### src/rtl/addr_trans_pkg.sv
// Shared types and constants for the LoongArch32 address translation path.
package addr_trans_pkg;

    localparam int TLB_ENTRY_NUM = 16;

    localparam logic [5:0] ECODE_PIL  = 6'h01;
    localparam logic [5:0] ECODE_PIS  = 6'h02;
    localparam logic [5:0] ECODE_PIF  = 6'h03;
    localparam logic [5:0] ECODE_PME  = 6'h04;
    localparam logic [5:0] ECODE_PPI  = 6'h07;
    localparam logic [5:0] ECODE_ADEF = 6'h08;
    localparam logic [5:0] ECODE_ALE  = 6'h09;
    localparam logic [5:0] ECODE_TLBR = 6'h3F;

    typedef logic [1:0]  mat_t;
    typedef logic [31:0] phy_t;

    typedef enum logic [1:0] {LOOKUP_FETCH = 2'd0, LOOKUP_LOAD = 2'd1, LOOKUP_STORE = 2'd2} lookup_t;
    typedef enum logic [1:0] {BYTE = 2'd0, HALF_WORD = 2'd1, WORD = 2'd2} byte_type_t;

    typedef struct packed {
        logic [1:0] plv;
        logic       da;
        logic       pg;
        mat_t       datf;
        mat_t       datm;
    } crmd_t;

    typedef struct packed {
        logic       plv0;
        logic       plv3;
        mat_t       mat;
        logic [2:0] pseg;
        logic [2:0] vseg;
    } dmw_t;

    typedef struct packed {
        logic [9:0] asid;
    } asid_t;

    typedef struct packed {
        crmd_t crmd;
        dmw_t  dmw0;
        dmw_t  dmw1;
        asid_t asid;
    } csr_t;

    typedef struct packed {
        logic        e;
        logic [18:0] vppn;
        logic [5:0]  ps;
        logic        g;
        logic [9:0]  asid;
        logic [19:0] ppn0;
        logic [19:0] ppn1;
        logic [1:0]  plv0;
        logic [1:0]  plv1;
        mat_t        mat0;
        mat_t        mat1;
        logic        d0;
        logic        d1;
        logic        v0;
        logic        v1;
    } tlb_entry_t;

    typedef struct packed {
        logic        hit;
        logic [5:0]  ps;
        logic [19:0] ppn;
        logic [1:0]  plv;
        mat_t        mat;
        logic        d;
        logic        v;
    } tlb_res_t;

    typedef struct packed {
        logic        valid;
        logic [14:0] esubcode_ecode;
        logic [31:0] badv;
    } excp_pass_t;

    function automatic logic dmw_hit(input logic [1:0] plv, input dmw_t dmw, input logic [2:0] vseg);
        return ((plv == 2'd0 && dmw.plv0) || (plv == 2'd3 && dmw.plv3)) && (vseg == dmw.vseg);
    endfunction

endpackage

### src/rtl/addr_trans_tlb_lookup.sv
// Parallel TLB compare, lowest-index priority pick and even/odd page select.
module tlb_lookup
    import addr_trans_pkg::*;
#(
    parameter int ENTRIES = TLB_ENTRY_NUM
) (
    input  logic [31:12] vpn,
    input  logic [9:0]   asid,
    input  tlb_entry_t   entrys [ENTRIES],
    output tlb_res_t     res
);

    logic [ENTRIES-1:0] match;
    tlb_entry_t         sel;
    logic               odd;

    always_comb begin
        match = '0;
        for (int i = 0; i < ENTRIES; i++) begin
            match[i] = entrys[i].e && (entrys[i].g || entrys[i].asid == asid) &&
                       ((entrys[i].ps == 6'd21) ? (vpn[31:22] == entrys[i].vppn[18:9])
                                                : (vpn[31:13] == entrys[i].vppn));
        end
    end

    // Walk from the top so the lowest matching index is the last one written.
    always_comb begin
        sel = '0;
        for (int i = ENTRIES - 1; i >= 0; i--) begin
            if (match[i]) sel = entrys[i];
        end
    end

    always_comb begin
        odd     = (sel.ps == 6'd21) ? vpn[21] : vpn[12];
        res.hit = |match;
        res.ps  = sel.ps;
        res.ppn = odd ? sel.ppn1 : sel.ppn0;
        res.plv = odd ? sel.plv1 : sel.plv0;
        res.mat = odd ? sel.mat1 : sel.mat0;
        res.d   = odd ? sel.d1   : sel.d0;
        res.v   = odd ? sel.v1   : sel.v0;
    end

endmodule

### src/rtl/addr_trans.sv
// Combinational VA->PA translation: direct mode, DMW windows or TLB, plus exception priority.
module addr_trans
    import addr_trans_pkg::*;
#(
    parameter int TLB_ENTRY_NUM = addr_trans_pkg::TLB_ENTRY_NUM
) (
    input  logic        clk,
    input  logic        rst_n,
    input  logic        en,
    input  logic [31:0] va,
    input  lookup_t     lookup_type,
    input  byte_type_t  byte_type,
    input  csr_t        rd_csr,
    input  tlb_entry_t  tlb_entrys [TLB_ENTRY_NUM],
    output mat_t        mat,
    output phy_t        pa,
    output excp_pass_t  excp
);

    // Purely combinational; clock and reset exist only for port compatibility.
    logic unused_ok;
    assign unused_ok = clk ^ rst_n;

    tlb_res_t tres;
    logic     direct, dmw0_hit, dmw1_hit, tlb_path;
    logic     fetch, store, misaligned, fault;
    logic [5:0] ecode;

    tlb_lookup #(.ENTRIES(TLB_ENTRY_NUM)) u_tlb (
        .vpn    (va[31:12]),
        .asid   (rd_csr.asid.asid),
        .entrys (tlb_entrys),
        .res    (tres)
    );

    assign direct   = rd_csr.crmd.da && !rd_csr.crmd.pg;
    assign dmw0_hit = !direct && dmw_hit(rd_csr.crmd.plv, rd_csr.dmw0, va[31:29]);
    assign dmw1_hit = !direct && !dmw0_hit && dmw_hit(rd_csr.crmd.plv, rd_csr.dmw1, va[31:29]);
    assign tlb_path = !direct && !dmw0_hit && !dmw1_hit;

    always_comb begin
        pa  = va;
        mat = '0;
        if (direct) begin
            mat = (lookup_type == LOOKUP_FETCH) ? rd_csr.crmd.datf : rd_csr.crmd.datm;
        end else if (dmw0_hit) begin
            pa  = {rd_csr.dmw0.pseg, va[28:0]};
            mat = rd_csr.dmw0.mat;
        end else if (dmw1_hit) begin
            pa  = {rd_csr.dmw1.pseg, va[28:0]};
            mat = rd_csr.dmw1.mat;
        end else if (tres.hit) begin
            pa  = (tres.ps == 6'd21) ? {tres.ppn[19:9], va[20:0]} : {tres.ppn, va[11:0]};
            mat = tres.mat;
        end
    end

    assign fetch      = (lookup_type == LOOKUP_FETCH);
    assign store      = (lookup_type == LOOKUP_STORE);
    assign misaligned = (byte_type == HALF_WORD && va[0]) || (byte_type == WORD && va[1:0] != 2'b00);

    always_comb begin
        fault = 1'b1;
        ecode = '0;
        if (fetch && va[1:0] != 2'b00)                    ecode = ECODE_ADEF;
        else if (!fetch && misaligned)                    ecode = ECODE_ALE;
        else if (tlb_path && !tres.hit)                   ecode = ECODE_TLBR;
        else if (tlb_path && !tres.v)                     ecode = fetch ? ECODE_PIF : (store ? ECODE_PIS : ECODE_PIL);
        else if (tlb_path && rd_csr.crmd.plv > tres.plv)  ecode = ECODE_PPI;
        else if (tlb_path && store && !tres.d)            ecode = ECODE_PME;
        else                                              fault = 1'b0;
    end

    always_comb begin
        excp.valid          = en && fault;
        excp.esubcode_ecode = excp.valid ? {9'd0, ecode} : 15'd0;
        excp.badv           = excp.valid ? va : 32'd0;
    end

endmodule

### config.mk
export PLATFORM = sky130hd
export DESIGN_NAME = addr_trans
export DESIGN_NICKNAME = d
export VERILOG_FILES = /design/src/rtl/addr_trans_pkg.sv /design/src/rtl/addr_trans_tlb_lookup.sv /design/src/rtl/addr_trans.sv
export SDC_FILE = /design/constraint.sdc
export NUM_CORES = 1
export LEC_CHECK = 0
export CORE_AREA = 2 2 623 625
export DETAILED_ROUTE_END_ITERATION = 7
export DIE_AREA = 0 0 625 627
export PLACE_DENSITY_LB_ADDON = 0.3
export SYNTH_ARGS = -nofsm -noshare
export SYNTH_HDL_FRONTEND = slang
export SYNTH_HIERARCHICAL = 1
export SYNTH_SLANG_ARGS = --single-unit
export TNS_END_PERCENT = 30
### constraint.sdc
create_clock -name vclk -period 10
set_input_delay 2 -clock vclk [all_inputs]
set_output_delay 2 -clock vclk [all_outputs]
set_load 0.02 [all_outputs]
### Yosys cells after proc, flatten, opt, wreduce, memory -nomap -nowiden

Cells that the tools add are included.

| operators by class | value |
|---|---|
| add/sub/neg operators | 0 |
| $mul | 0 |
| div/mod/pow operators | 0 |
| $lt $le $gt $ge | 1 |
| eq/ne operators | 71 |
| shift operators | 0 |
| mux-type cells | 64 |
| bitwise operators | 0 |
| reduce and logical (&&, ||, !) cells | 84 |

Operator list:

| cell | number |
|---|---|
| $mux 69 | 16 |
| $eq 10x10->1 | 32 |
| $eq 19x19->1 | 16 |
| $mux 32 | 5 |
| $eq 6x5->1 const B | 17 |
| $logic_and 1x1->1 | 53 |
| $mux 1 | 25 |
| $mux 6 | 4 |
| $mux 21 | 1 |
| $mux 20 | 1 |
| $logic_or 1x1->1 | 19 |
| $mux 2 | 9 |
| $reduce_or 16->1 | 1 |
| $mux 3 | 3 |
| $logic_not 1->1 | 8 |
| $eq 2x2->1 const B | 3 |
| $eq 3x3->1 | 2 |
| $logic_not 2->1 | 2 |
| $eq 2x1->1 const B | 1 |
| $gt 2x2->1 | 1 |
| $reduce_bool 2->1 | 1 |

| storage, ports and cells | value |
|---|---|
| bits in registers | 0 |
| bits in latches | 0 |
| RAM bits | 0 |
| bits in read-only memories | 0 |
| input bits | 1501 |
| word-level logic and storage cells | 220 |
| memories kept | 0 |

### Longest topological paths before layout

| logic depth | value |
|---|---|
| depth in word-level cells | 33 |
| depth in mapped cells | 23 |
| depth with buffers taken out | 19 |

### Modules after synthesis

Netlist, hierarchy kept.

Modules (own cells, without submodules):

| module | times used | cells each | area each (um^2) |
|---|---|---|---|
| tlb_lookup | 1 | 2416 | 15232.1 |
| addr_trans | 1 | 175 | 1222.4 |

### Worst setup path before layout

No wires, ideal clock.

| path | value |
|---|---|
| path type | input -> output |
| start | input rd_csr[1] in the netlist's numbering |
| end | output excp[22] in the netlist's numbering |
| data arrival time | 6.870 ns |
| data required time | 8.000 ns |
| setup slack | 1.130 ns |
| stages | 22 |
| path buffers | 4 |
| path through | buf_2 xor2_1 nor4_1 a41oi_1 or3_1 clkbuf_1 nor2_1 nor3_1 o311a_1 o41ai_1 nand4b_1 and4bb_2 mux2i_4 buf_6 mux2_4 ha_1 nor2b_1 a2bb2oi_1 o32ai_1 o21ai_2 buf_2 and2_1 |

RTL lines:

| what | line | source |
|---|---|---|
| start, declared | addr_trans.sv:13 | `input csr_t rd_csr,` |
| end, declared | addr_trans.sv:17 | `output excp_pass_t excp` |

==> metrics.csv <==
metric,value,unit
status,finished clean,
synthToLayoutAreaGrowth,163,%
layout-drive-gt1-share,0.188,
avgSynthCellArea,6.35,µm²
drtIter0Drc,1895,
fillers,44800,
drv_cap,0,
dieArea,392000,µm²
min_period,9.84,ns
worstPathArrival,7.84,ns
drtPass1Iterations,7,
netlist.area_leader.share,0.128,
grt_pass1_wl,398000,µm
hold-worst-slack,4.60,ns
grt_antenna_before_repair,342,
dr_total_vias,29300,
place_area,42700,µm²
hpwlAfterDp,312000,µm
final.period_utilization,0.984,
critical_path_required,8.00,ns
p_total,1270,µW
fp.dieW,625,µm
via_per_inst,3.04,
fin_ws,0.160,ns
startpoint,rd_csr[3],
hold_class,input pin to primary output,
layout.nets,6015,
p_leak,0.0149,µW
hold_viol_final,0,
power_density,29.2,nW/µm²
nClkBuffers,0,
slew_headroom,0.0932,
synth_commonest_cells,"a21oi_1, nand2_1, xnor2_1",
startpoint_type,input pin,
dp.cells,9559,
stdcell_count,9643,
seq_area_frac_synth,0,
place_ws,-1.51,ns
fp.dieH,627,µm
drtAntennaViolNets,0,
peakVddDrop,0.0000151,V
core-area,385000,µm²
synth_top_area_cell,xnor2_1,
hold_buffers,0,
routed_wl,339000,µm
cp-end-kind,primary output,
worst_pin_slew,1.34,ns
place_congestion,0.882,
multiInputGateArea,15700,µm²
max_freq,0.102,GHz
grt_max_degree,53,
yosys-top-cells-area,"xnor2_1, xor2_1, a21oi_1",
finalSetupViolCount,0,
syn_inst,2591,
num_rows,228,
routedWlPerCell,35.2,µm
crit_fanout,28,
drcViolationCount,0,
hp-start,va[13],
path_class,input pin to primary output,
final-max-slew-violation-count,0,
synth.most_common_cell,a21oi_1,
grt_overflow,0,
start_util,0.0428,
numPortBuffers,1572,
io_pins,1583,
ys_warn_count,6,
grt_setup_unrepaired,yes,
seq_cell_count,0,
grt_pass1_vias,28900,
grt_usage,0.165,
seq_area,0,µm²
syn_area,16500,µm²
design_area,43300,µm²
synthDistinctLibCells,73,
[cells in the final DEF, fill, tap and decap left out, drive strengths merged, types with 13 or more instances in the layout]
master         Yosys  layout
nor4              52      52
nand3            140     140
a21oi            292     292
inv               42      42
a41oi             14      14
nor2             158     158
xor2             229     229
o21bai            27      27
nand2b            62      62
clkdlybuf4s50      0    1485
nor3              81      81
a221oi            30      30
nor4b             13      13
a31oi             62      62
o311ai            29      29
and3              13      13
mux2i             85      85
nand4             51      51
o21ai            148     148
mux2              44      44
o221ai            33      33
xnor2            241     241
a21o              28      28
nand2            243     243
a211o             27      27
diode              0      73
and2              65      65
a22oi             27      27
buf              123     686
[worst paths after layout]
check,cells past startpoint,endpoint
worst max-delay path,21,pa[25]
worst min-delay path,4,pa[13]
[routing by layer]
metal  vias to the layer above  track usage  routed length (µm)
li1                      13200            -                   -
met1                     13700        0.177              125000
met2                      1625        0.311              175000
met3                       550       0.0649               31600
met4                       234       0.0147                5620
met5                         -            0                1510
[logic make-up after synthesis]
logic type / Yosys count / share of synthesized area
xor gates and xnor gates: 470 / 0.250
buffers and inverters: 307 / 0.0871
other: 1 / 0.000228
and+or+nand+nor: 917 / 0.278
AOI/OAI and AO/OA: 765 / 0.296
muxes: 129 / 0.0871
adders and majority gates: 2 / 0.00152
[power by group]
| group | leakage, µW | internal (µW) | switching (µW) |
|---|---|---|---|
| logic | 0.0149 | 776 | 489 |
| registers | 0 | 0 | 0 |
| clock network | 0.000000466 | 0.000826 | 0 |
| total | 0.0149 | 776 | 489 |
[cell type report]
type,count,area share
Antenna cell,73,0.00422
Inverter,42,0.00364
Multi-Input combinational cell,2292,0.362
Tap cell,5060,0.146
Timing Repair Buffer,2176,0.484
[critical path, cell delays in order]
cell	delay [ns]
buf_2	0.11
buf_12	0.13
buf_4	0.18
xor2_1	0.18
nor4_2	0.34
a41oi_2	0.25
buf_4	0.23
or3_4	0.42
buf_4	0.18
buf_4	0.28
nand3_2	0.32
buf_12	0.17
buf_4	0.32
a21oi_1	0.14
o311ai_0	1.04
buf_4	0.25
a31oi_1	0.16
buf_4	0.26
mux2_4	0.31
mux2_2	0.27
buf_4	0.16
[per-stage QoR]
| step | setup TNS, ns | util |
|---|---|---|
| floorplan | 0 | - |
| global placement | -55.86 | 0.111 |
| detailed placement | -53.25 | 0.111 |
| CTS | -0.0409 | 0.112 |
| global route | -0.0377 | 0.112 |
| finish | 0 | 0.113 |
[timing repair]
item	in CTS	in global routing
setup buffers	9	2
resized for setup	174	22
cloned	0	0
setup endpoints to repair	58	37
pin swaps	20	18
hold endpoints to repair	0	0
(Power assumes the default switching activity.)
